### config.mk
export PLATFORM = sky130hd
export DESIGN_NAME = dbg_bridge_host
export DESIGN_NICKNAME = d
export VERILOG_FILES = /design/src/rtl/dbg_bridge_host.sv
export SDC_FILE = /design/constraint.sdc
export NUM_CORES = 1
export LEC_CHECK = 0
export BUFFER_PORTS_ARGS = -buffer_cell sky130_fd_sc_hd__buf_2
export CAP_MARGIN = 20
export CORE_ASPECT_RATIO = 1.25
export CORE_MARGIN = 4
export CORE_UTILIZATION = 55
export CTS_CLUSTER_SIZE = 14
export DETAILED_ROUTE_END_ITERATION = 10
export GPL_TIMING_DRIVEN = 0
export MAX_ROUTING_LAYER = met4
export PLACE_DENSITY = 0.83
export SLEW_MARGIN = 40
export SYNTH_ARGS = -nofsm -noshare
export SYNTH_HDL_FRONTEND = slang
export SYNTH_SLANG_ARGS = --single-unit
export TNS_END_PERCENT = 10
### constraint.sdc
create_clock -name AClkH -period 7.45 [get_ports AClkH]
set_clock_uncertainty 0.15 [all_clocks]
set_input_delay 0.3725 -clock AClkH [delete_from_list [all_inputs] [get_ports AClkH]]
set_output_delay 0.3725 -clock AClkH [all_outputs]
set_load 0.005 [all_outputs]
### src/rtl/dbg_bridge_host.sv
// dbg_bridge_host: initiator end of the UART debug-bridge byte protocol.
// It sends a four-byte header, then streams write payload or collects read data.
// It waits for the responder's 0x00 ack, and it reports unsolicited attention
// (0xAA) and sync (0x55) bytes.
//
// Ports:
//   AClkH, AResetH, AClkHEn      clock, sync active-high reset, clock enable
//   ASync1K                      1 kHz strobe driving the response timeout
//   AReqStart/Cmd/Addr/Len       transaction request, sampled in Idle only
//   AWrData/AWrReq/AWrAck        write payload handshake
//   ARdData/ARdNow               read data, registered one-cycle strobe
//   ASendData/ASendNow/ASendHasSpace   TX FIFO write side
//   ARecvData/ARecvNow           RX FIFO byte stream
//   ABusy/ADone/AErr/AErrCode    status; AErrCode held until the next start
//   AAttSeen/ASyncSeen           0xAA / 0x55 seen outside a read data phase
module dbg_bridge_host #(
  parameter int unsigned CTimeOut = 1000
) (
  input  logic        AClkH,
  input  logic        AResetH,
  input  logic        AClkHEn,
  input  logic        ASync1K,
  input  logic        AReqStart,
  input  logic [1:0]  AReqCmd,
  input  logic [11:0] AReqAddr,
  input  logic [15:0] AReqLen,
  input  logic [7:0]  AWrData,
  input  logic        AWrReq,
  output logic        AWrAck,
  output logic [7:0]  ARdData,
  output logic        ARdNow,
  output logic [7:0]  ASendData,
  output logic        ASendNow,
  input  logic        ASendHasSpace,
  input  logic [7:0]  ARecvData,
  input  logic        ARecvNow,
  output logic        ABusy,
  output logic        ADone,
  output logic        AErr,
  output logic [1:0]  AErrCode,
  output logic        AAttSeen,
  output logic        ASyncSeen
);

  typedef enum logic [9:0] {
    StIdle   = 10'b00_0000_0001,
    StHdr0   = 10'b00_0000_0010,
    StHdr1   = 10'b00_0000_0100,
    StHdr2   = 10'b00_0000_1000,
    StHdr3   = 10'b00_0001_0000,
    StWrData = 10'b00_0010_0000,
    StWrAck  = 10'b00_0100_0000,
    StRdAck  = 10'b00_1000_0000,
    StRdData = 10'b01_0000_0000,
    StDone   = 10'b10_0000_0000
  } stateT;

  localparam logic [9:0] TimeOutInit = 10'(CTimeOut);

  stateT       stateQ, stateD;
  logic [1:0]  cmdQ, cmdD;
  logic [11:0] addrQ, addrD;
  logic [15:0] lenQ, lenD;
  logic [9:0]  timerQ, timerD;
  logic [1:0]  errCodeQ, errCodeD;
  logic        errQ, rdNowQ, attQ, syncQ;
  logic [7:0]  rdDataQ;

  logic [3:0]  ctrlNib;
  logic        isRead, isAcked;
  logic        recvEvt, tickEvt, rxIsAtt, rxIsSync;
  logic        sendNow, wrAck, errSet, rdFwd, flagOk;
  logic [7:0]  sendData;

  // Strobes from outside only count on enabled cycles.
  assign recvEvt  = AClkHEn & ARecvNow;
  assign tickEvt  = AClkHEn & ASync1K;
  assign rxIsAtt  = (ARecvData == 8'hAA);
  assign rxIsSync = (ARecvData == 8'h55);
  assign isRead   = (cmdQ == 2'd2);
  assign isAcked  = (cmdQ == 2'd0);

  always_comb begin
    unique case (cmdQ)
      2'd0:    ctrlNib = 4'hC;
      2'd1:    ctrlNib = 4'hD;
      default: ctrlNib = 4'h8;
    endcase
  end

  always_comb begin
    stateD   = stateQ;
    cmdD     = cmdQ;
    addrD    = addrQ;
    lenD     = lenQ;
    timerD   = timerQ;
    errCodeD = errCodeQ;
    sendNow  = 1'b0;
    sendData = 8'h00;
    wrAck    = 1'b0;
    errSet   = 1'b0;
    rdFwd    = 1'b0;
    flagOk   = 1'b1;

    unique case (stateQ)
      StIdle: begin
        if (AReqStart) begin
          errCodeD = 2'd0;
          if (AReqCmd == 2'd3) begin
            errSet   = 1'b1;
            errCodeD = 2'd3;
          end else begin
            cmdD   = AReqCmd;
            addrD  = AReqAddr;
            lenD   = AReqLen;
            stateD = StHdr0;
          end
        end
      end

      StHdr0: begin
        sendData = {ctrlNib, addrQ[11:8]};
        if (ASendHasSpace) begin
          sendNow = 1'b1;
          stateD  = StHdr1;
        end
      end

      StHdr1: begin
        sendData = addrQ[7:0];
        if (ASendHasSpace) begin
          sendNow = 1'b1;
          stateD  = StHdr2;
        end
      end

      StHdr2: begin
        sendData = lenQ[7:0];
        if (ASendHasSpace) begin
          sendNow = 1'b1;
          stateD  = StHdr3;
        end
      end

      StHdr3: begin
        sendData = lenQ[15:8];
        if (ASendHasSpace) begin
          sendNow = 1'b1;
          timerD  = TimeOutInit;
          if (isRead) begin
            stateD = StRdAck;
          end else if (lenQ == 16'd0) begin
            stateD = isAcked ? StWrAck : StDone;
          end else begin
            stateD = StWrData;
          end
        end
      end

      StWrData: begin
        sendData = AWrData;
        if (AWrReq && ASendHasSpace) begin
          sendNow = 1'b1;
          wrAck   = 1'b1;
          lenD    = lenQ - 16'd1;
          if (lenQ == 16'd1) begin
            timerD = TimeOutInit;
            stateD = isAcked ? StWrAck : StDone;
          end
        end
      end

      StWrAck, StRdAck: begin
        if (recvEvt) begin
          timerD = TimeOutInit;
          if (ARecvData == 8'h00) begin
            if (stateQ == StWrAck) begin
              stateD = StDone;
            end else begin
              stateD = (lenQ == 16'd0) ? StDone : StRdData;
            end
          end else if (!rxIsAtt && !rxIsSync) begin
            errSet   = 1'b1;
            errCodeD = 2'd2;
            stateD   = StIdle;
          end
        end else if (tickEvt) begin
          // Expire on the tick that would take the count to zero.
          if (timerQ <= 10'd1) begin
            timerD   = 10'd0;
            errSet   = 1'b1;
            errCodeD = 2'd1;
            stateD   = StIdle;
          end else begin
            timerD = timerQ - 10'd1;
          end
        end
      end

      StRdData: begin
        // Payload bytes are raw data: no attention/sync interpretation.
        flagOk = 1'b0;
        if (recvEvt) begin
          rdFwd  = 1'b1;
          timerD = TimeOutInit;
          lenD   = lenQ - 16'd1;
          if (lenQ == 16'd1) begin
            stateD = StDone;
          end
        end else if (tickEvt) begin
          if (timerQ <= 10'd1) begin
            timerD   = 10'd0;
            errSet   = 1'b1;
            errCodeD = 2'd1;
            stateD   = StIdle;
          end else begin
            timerD = timerQ - 10'd1;
          end
        end
      end

      StDone: begin
        stateD = StIdle;
      end

      default: begin
        stateD = StIdle;
      end
    endcase
  end

  always_ff @(posedge AClkH) begin
    if (AResetH) begin
      stateQ   <= StIdle;
      cmdQ     <= 2'd0;
      addrQ    <= 12'd0;
      lenQ     <= 16'd0;
      timerQ   <= 10'd0;
      errCodeQ <= 2'd0;
      errQ     <= 1'b0;
      rdNowQ   <= 1'b0;
      rdDataQ  <= 8'h00;
      attQ     <= 1'b0;
      syncQ    <= 1'b0;
    end else begin
      // Pulse registers update every clock so each pulse lasts exactly one AClkH cycle.
      errQ   <= AClkHEn & errSet;
      rdNowQ <= rdFwd;
      attQ   <= recvEvt & flagOk & rxIsAtt;
      syncQ  <= recvEvt & flagOk & rxIsSync;
      if (AClkHEn) begin
        stateQ   <= stateD;
        cmdQ     <= cmdD;
        addrQ    <= addrD;
        lenQ     <= lenD;
        timerQ   <= timerD;
        errCodeQ <= errCodeD;
        if (rdFwd) begin
          rdDataQ <= ARecvData;
        end
      end
    end
  end

  assign ASendNow  = sendNow & AClkHEn;
  assign ASendData = sendData;
  assign AWrAck    = wrAck & AClkHEn;
  assign ABusy     = (stateQ != StIdle);
  assign ADone     = (stateQ == StDone) & AClkHEn;
  assign AErr      = errQ;
  assign AErrCode  = errCodeQ;
  assign ARdNow    = rdNowQ;
  assign ARdData   = rdDataQ;
  assign AAttSeen  = attQ;
  assign ASyncSeen = syncQ;

endmodule

Word level (Yosys, flattened, before mapping). Cells that the tools add are included.

Register bits after elaboration: 64. Input bits: 54. Output and inout port bits: 26. Word-level logic and storage cells: 135.

Add/subtract/negate cells: 2. $lt $le $gt $ge: 1. Eq/ne operators: 32. Muxes and demuxes: 60. Bitwise gates (word level): 10. Reduce and logical (&&, ||, !) cells: 19.

Operator list (number): 10-bit 2-to-1 mux (26); 10-bit one-hot mux with 8 select lines (1); 16-bit 2-to-1 mux (4); 16-bit one-hot mux with 3 select lines (1); 8-bit one-hot mux with 5 select lines (1); 10-bit one-hot mux with 3 select lines (1); 2-bit != test (second input constant) (10); 6-bit AND reduction (3); 16-bit by 1-bit equality test with 1-bit output (second input constant) (1); 16-bit logical NOT (1); 2-bit 2-to-1 mux (8); 16-bit by 1-bit subtractor with 16-bit output (second input constant) (1); 1-bit 2-to-1 mux (14); 11-bit AND reduction (1); 10-bit by 1-bit equality test with 1-bit output (second input constant) (1); 10-bit equality test (second input constant) (1); 10-bit by 2-bit equality test with 1-bit output (second input constant) (1); 10-bit by 3-bit equality test with 1-bit output (second input constant) (1); 10-bit by 4-bit equality test with 1-bit output (second input constant) (1); 10-bit by 5-bit equality test with 1-bit output (second input constant) (1); 10-bit by 6-bit equality test with 1-bit output (second input constant) (1); 10-bit by 7-bit equality test with 1-bit output (second input constant) (1); 10-bit by 8-bit equality test with 1-bit output (second input constant) (1); 10-bit by 9-bit equality test with 1-bit output (second input constant) (1); other kinds (26) (41).

Logic depth before layout (Yosys ltp). Gate-level depths: netlist (run 1).

Depth after elaboration: 8. Depth in mapped cells: 10. Gate-level depth less buffers: 8.

Least setup slack after synthesis (run 1). Ideal clock, no wire load.

Path type: reg-to-reg. Start: reg lenQ[8]. End: reg stateQ[0]. Setup time: 0.120 ns. Arrival time: 2.422 ns. Required time: 7.180 ns. Slack: 4.758 ns. Stages on the path, launching flop included: 8. Path buffers: 1. Period minus slack after synthesis: 2.692 ns. Cells stage by stage: dfxtp_1 -> buf_2 -> or4_4 -> nor4_4 -> a21oi_1 -> or4_4 -> or4b_1 -> o31a_1.

Word-level cells in the longest chain between the ends: 5. Elaborated cells between the ends (all ways): 9. Those cells by class: eq/ne: 3; mux: 4; reduce/logical: 2.

RTL lines: start: declaration (line 63) `logic [15:0] lenQ, lenD;`; start signal: assignment (line 255) `lenQ <= lenD;`; 16-bit logical NOT (line 152) `end else if (lenQ == 16'd0) begin`; 10-bit 2-to-1 mux (line 152); 10-bit 2-to-1 mux (line 150) `if (isRead) begin`; 10-bit 2-to-1 mux (line 147) `if (ASendHasSpace) begin`; 10-bit one-hot mux with 8 select lines (line 105) `unique case (stateQ)`; end signal: assignment (line 234) `stateQ <= StIdle;`; end signal: assignment (line 252) `stateQ <= stateD;`; end: declaration (line 60) `stateT stateQ, stateD;`.

Parallel ways exist; a longest one is shown, timed or not. The select of a mux whose other input is x is not followed. A chain may end at the register's enable or synchronous reset.

Worst setup path after layout (run 1).
Start: reg stateQ[7]. End: out ASendData[4].

Word-level cells in the longest chain between the ends: 2. Elaborated cells between the ends (all ways): 6. Those cells by class: eq/ne: 5; mux: 1.

RTL lines: 10-bit by 6-bit equality test with 1-bit output, or another cell as far along (line 105); 8-bit one-hot mux with 5 select lines (*) (line 105); end: declaration (line 32) `output logic [7:0] ASendData,`.

Mark *: on every way between the ends. The rest lies on a longest branch, timed or not.

==> impl_metrics.toml, run 1 <==
[global_routing]
grt_pass1_wl_um = 21400
grt_remaining_overflow = 0
grt_max_degree = 11
antenna_found_initial = 0
grt.total_usage_pct = 30.7
grt_pass1_vias = 4435

[worst_hold_path]
hold_path_class = "in -> reg"
min_delay_path_depth = 3

[layout]
nets = 688
mostFrequentLayoutCell = "nand2_1"
area_growth_pct = 18.5
drive_gt1_share_pct = 19.5
antenna_cells = 0
num-fill-cells = 648
mostFrequentLayoutCells = "88 x nand2_1, 85 x buf_2, 64 x dfxtp_1"

[critical_path]
cp_max_fo = 9
critical_path_class = "reg -> out"
cp.required_ns = 6.93
reg2regPathDepth = 9
crit_path_end_kind = "output port"
cp_slowest_cell = "nor4b_2"
path_cells = "buf_2 > nor3_1 > nand2_1 > nor4b_2 > nor2b_1 > a222oi_1 > nand2_1 > buf_2"
reg2reg_setup_slack_ns = 4.30
worstPathArrival_ns = 3.05
cp_slowest_stage_delay_ns = 0.67
start_kind = "flop"

[clocking]
tritoncts = "done"
cts_buffers = 9
clk_pin_slew_ns = 0.07
numClockSinks = 64
hold_buffers = 0
clockBufferDepth = 2
ctsRootBufferMaster = "clkbuf_8"
post_cts_resize_count = 0
htreeDepth = 3
worstSkewPairLatency_ns = 0.35
cts_setup_buffers = 0

[sta]
tightest_slew_ns = 0.839
hold_slack_ns = 0.111
fmax_ghz = 0.280
max-slew-margin-rel_pct = 43.6
slew_violations = 0
timing.final.setup_violations = 0
setup_tns_ns = 0
timing.final.hold_violations = 0
rsz0062_at_grt = "no"
period_needed_ns = 3.58
fin_crit_sh_pct = 48.0

[synth]
synth_compound_area_share_pct = 24.9
synth_area_mm2 = 0.00402
async_flop_share_pct = 0
synth_cell_type_count = 65
synth-seq-cells = 64
synth_edf_count = 0
synthCells = 540
yosysWarningCount = 0
synth_top_family_by_area = "simple AND/OR/NAND/NOR gates"
synth_xor_area_share_pct = 0.873
synthAdderAreaFrac_pct = 1.56
avgSynthCellArea_um2 = 7.44
ys_seq_area_share_pct = 31.9
syn-num-nets = 599
synthSimpleGateAreaFrac_pct = 33.3
yosys_most_used_dff = "dfxtp_1"
muxShareOfSynthArea_pct = 1.78

[detailed_routing]
wl_um = 13300
antenna_left = 0
drtIter0Drc = 408
first_pass_iters = 6
drc = 0
via_per_inst = 6.49
via_count = 4689
post_drt_wl_per_cell_um = 18.4

[pwr]
vdd_ir_drop_max_uv = 116
p_sw_share_pct = 32.8
combPwrFrac_pct = 24.5
power_density_mw_per_mm2 = 190
leakagePower_nw = 1.91
seqPwrFrac_pct = 41.7
p_switching_mw = 0.296
power_frac_clock_pct = 33.8
intPower_mw = 0.608

[floorplan]
die_height_um = 104
core_area_mm2 = 0.00702
die_w_um = 84.4
ioPinCount = 80
dieArea_mm2 = 0.00874
start_util_pct = 57.2
row_count = 34

[place]
place_congestion = 0.991
dp.final_hpwl_um = 9750
io_buffers = 78

[job]
cap_viol_max_count = 0

[outcome]
status = "completed"
through the flow:
step                      setup WS [ns]  instance area (um^2)  util, %  std cells  total power [mW]
after floorplan                    4.76                  4020        -        540             0.527
after global placement             4.12                  4520     64.4        708             0.589
final                              3.87                  4760     67.8        722             0.904
after CTS                          3.96                  4740     67.5        722             0.897
after detailed placement           4.39                  4540     64.7        708             0.595
after global routing               3.70                  4760     67.8        722             0.943
power groups by stage:
stage	registers [mW]	clock network [mW]	logic (mW)
after floorplan	0.378	0	0.149
after global placement	0.383	0	0.206
after detailed placement	0.384	0	0.211
after CTS	0.376	0.308	0.213
after global routing	0.380	0.322	0.242
final	0.377	0.306	0.221
worst max-delay path: cells and delay by family, from the launching register on:
| family | cells | cell delay, ns |
|---|---|---|
| AND/OR/NAND/NOR | 5 | 2.01 |
| AO/OA/AOI/OAI | 1 | 0.12 |
| flip-flops | 1 | 0.30 |
| buffers and inverters | 2 | 0.28 |
state kept, by name, indices dropped and copies added (netlist names), 2 cells and up:
name	count
ARdData	8
AErrCode	2
timerQ	10
stateQ	10
cmdQ	2
addrQ	12
lenQ	16
layer usage:
layer | track usage [%] | vias to the layer above | routed length, um
li1 | - | 2207 | -
met1 | 37.2 | 2168 | 5290
met4 | 15.3 | 0 | 499
met2 | 50.3 | 266 | 6360
met3 | 3.73 | 48 | 1140
met5 | - | - | 0
final cells by class:
cell class | count | area (um^2) | share of cell area [%]
Inverter | 15 | 56.3 | 1.18
Clock inverter | 3 | 42.5 | 0.894
Sequential cell | 64 | 1280 | 26.9
Tap cell | 90 | 113 | 2.37
Timing Repair Buffer | 78 | 390 | 8.20
Multi-Input combinational cell | 420 | 2550 | 53.7
Clock buffer | 11 | 151 | 3.18
Buffer | 41 | 170 | 3.58
cell usage after synthesis, drive strengths merged, types with 4 or more instances:
library cell | n | share of area, %
nand2 | 88 | 8.2
dfxtp | 64 | 32
a21oi | 54 | 6.7
nor2 | 36 | 3.4
clkbuf | 32 | 3.0
nor3 | 27 | 3.4
nor4 | 23 | 4.1
o21ai | 20 | 2.5
inv | 14 | 1.3
or4 | 13 | 2.7
nand3 | 11 | 1.4
a22oi | 10 | 1.9
buf | 9 | 1.2
a211oi | 8 | 1.5
or3 | 8 | 1.2
nand4 | 7 | 1.1
o32ai | 7 | 1.5
a222oi | 6 | 1.5
and4 | 6 | 1.3
mux2i | 6 | 1.5
nor2b | 6 | 0.93
a221oi | 5 | 1.1
ha | 5 | 1.6
nor3b | 5 | 0.93
nor4b | 5 | 1.1
a21bo | 4 | 1.0
a31oi | 4 | 0.62
o21a | 4 | 0.75
or2 | 4 | 0.62
or4b | 4 | 1.0
worst paths after layout:
kind / from / end
max: stateQ[7] / ASendData[4]
min: AReqAddr[7] / addrQ[7]
max reg2reg: stateQ[7] / lenQ[5]
min reg2reg: ARdData[3] / ARdData[3]
kinds of logic after synthesis:
logic type | count (synthesis)
AND/OR/NAND/NOR | 254
flip-flops | 64
adder cells (fa/ha/maj) | 5
XOR/XNOR | 4
AO/OA/AOI/OAI | 150
buffers and inverters | 56
multiplexers | 7
(Power assumes the default switching activity.)
==> run 2: changes to the inputs <==
- ABC_AREA: not set -> 1
- PLACE_DENSITY: 0.83 -> 0.82
- clock period: 7.45 -> 3.7 ns (I/O delays scaled with it)
==> run 2 against run 1 <==
  * The run now ends with negative hold slack left
  * Cell area up 15%
  * First-iteration DRC count fell by 25%
  * Worst setup slack worse by 2.7 ns
  * Non-clock buffer count decreased by 2
  * Final cell count rose by 29%
  * Power increased by 120%
  * Combinational power is 120% higher
  * Critical path depth increased by 1
  * Worst hold slack worse by 0.11 ns
  * Wire length up 8.2%
  * Largest cell class unchanged
==> impl_metrics.toml, run 2 <==
[floorplan]
row_count = 36
core_area_mm2 = 0.00788
ioPinCount = 80
die_w_um = 88.8
start_util_pct = 57.0
die_height_um = 109
dieArea_mm2 = 0.00969

[layout]
largest_registers = "lenQ (16), addrQ (12)"
mostFrequentLayoutCells = "174 x nand2_1, 129 x nor2_1, 82 x buf_2"
num-fill-cells = 671
multiInputGateArea_mm2 = 0.00275
mostFrequentLayoutCell = "nand2_1"
drive_gt1_share_pct = 19.2
final_area_mm2 = 0.00547
largest_reg_flops = 16
antenna_cells = 0
ff_latch_area_mm2 = 0.00128
top_register = "lenQ"
nets = 892
area_growth_pct = 21.8

[synth]
synth-seq-cells = 64
syn-num-nets = 781
synth_top_area_share_pct = 28.5
yosysMostFrequentCell = "nand2_1"
synth_area_mm2 = 0.00449
avgSynthCellArea_um2 = 6.22
synth_cell_type_count = 45
ys_seq_area_share_pct = 28.5
netlist_top_cells_area = "dfxtp_1 29%, nand2_1 15%, nor2_1 11%"
synth_edf_count = 0
synthTopCellsByCount = "174 x nand2_1, 129 x nor2_1, 78 x inv_1"
yosys_most_used_dff = "dfxtp_1"
yosysTopAreaCell = "dfxtp_1"
async_flop_share_pct = 0
synthCells = 722
yosysWarningCount = 0

[sta]
fmax_ghz = 0.394
fin_crit_sh_pct = 68.6
slew_violations = 0
setup_tns_ns = 0
fin_ws_ns = 1.16
max-slew-margin-rel_pct = 52.2
timing.final.setup_violations = 0
rsz0062_at_grt = "no"
hold_slack_ns = -0.00379
period_needed_ns = 2.54
timing.final.hold_violations = 1
tightest_slew_ns = 0.717

[global_routing]
grt_remaining_overflow = 0
grt_busiest_layer = "met2"
grt_max_degree = 14
grtUsageMet1_pct = 34.8
grt_pass1_vias = 5172
grt_pass1_wl_um = 23600
met3_usage_pct = 5.67
met2_usage_pct = 55.6
antenna_found_initial = 0
grt.total_usage_pct = 32.2

[critical_path]
crit_path_end_kind = "output port"
cp_max_fo = 6
worstPathArrival_ns = 2.20
start_kind = "flop"
cp.required_ns = 3.37
critical_path_class = "reg -> out"

[clocking]
post_cts_resize_count = 0
htreeDepth = 3
cts_buffers = 9
ctsRootBufferMaster = "clkbuf_8"
worstSkewPairLatency_ns = 0.37
numClockSinks = 64
clk_pin_slew_ns = 0.08
clockBufferDepth = 2
tritoncts = "done"

[worst_hold_path]
hold_path_class = "in -> reg"

[place]
place_congestion = 1.01
dp.final_hpwl_um = 10600
pre_cts_ws_ns = 1.58
io_buffers = 78
postPlaceCellArea_mm2 = 0.00500

[pwr]
leakagePower_nw = 2.72
vdd_ir_drop_max_uv = 368
power_mw = 2.03
power_density_mw_per_mm2 = 371

[detailed_routing]
post_drt_wl_per_cell_um = 15.4
first_pass_iters = 5
wl_um = 14400
drc = 0
via_per_inst = 5.53
antenna_left = 0
drtIter0Drc = 308
via_count = 5161

[outcome]
status = "finished, violations left"
violations = "negative hold slack"

[job]
cap_viol_max_count = 0
run 2: cell count changes in the layout (fill, tap and decap cells not counted), sizes merged, moves of 10 or more:
cell / previous run / this run
nor3: 27 / 15
clkbuf: 43 / 15
o21ai: 20 / 50
or4: 13 / 0
nand2: 88 / 191
nor4: 23 / 2
dlygate4sd3: 0 / 22
nand3: 11 / 51
inv: 14 / 95
a21oi: 54 / 42
nor2: 36 / 146
a22oi: 10 / 0
run 2: layout make-up:
cell class                 count  area share (%)
multi-input combinational    549            50.3
clock inverter                 7            2.29
sequential                    64            23.4
tap                           95            2.17
timing repair buffer         100            11.2
inverter                      92            6.36
clock buffer                   9            2.26
buffer                        17            2.08
run 2: through the flow:
step	util [%]	std cells
after floorplan	-	722
after global placement	63.4	895
after detailed placement	63.4	895
after CTS	69.4	933
after global routing	69.4	933
final	69.4	933
run 2: cell families after synthesis:
kind of cell | synth area share [%]
DFF | 28.5
AOI/OAI and AO/OA | 14.6
adders and majority gates | 1.39
buffers and inverters | 10.3
xor gates and xnor gates | 2.53
and+or+nand+nor | 42.7
run 2: critical path, stage by stage (launching register included):
cell and delay [ns]:
dfxtp_1 0.48, inv_1 0.10, nor2_1 0.13, nand3_1 0.08, nor2_1 0.34, inv_1 0.20, o22ai_1 0.21, a21oi_1 0.06
o211ai_1 0.09, buf_2 0.15
run 2: path summary, 6_finish.rpt:
kind | startpoint | to | slack, ns | cells past startpoint
max reg2reg | lenQ[2] | stateQ[7] | 1.45 | 7
min | AReqLen[7] | lenQ[7] | -0.004 | 5
min reg2reg | addrQ[1] | addrQ[1] | 0.31 | 2
max | stateQ[4] | ASendData[7] | 1.16 | 9
run 2: routing by layer:
| metal | wire length (um) | vias to the layer above |
|---|---|---|
| met1 | 5650 | 2353 |
| met2 | 7150 | 211 |
| li1 | - | 2540 |
| met5 | 0 | - |
| met4 | 592 | 0 |
| met3 | 966 | 57 |
run 2: power breakdown:
group	leakage, nW	internal, mW	switching, mW	total (mW)
clock network	0.125	0.456	0.328	0.783
registers	0.520	0.727	0.0345	0.761
logic	2.08	0.173	0.311	0.484
total	2.72	1.36	0.673	2.03
run 2: repair_timing:
item,CTS,global route
buffers inserted,0,0
hold buffers,22,0
hold endpoints to repair,22,0
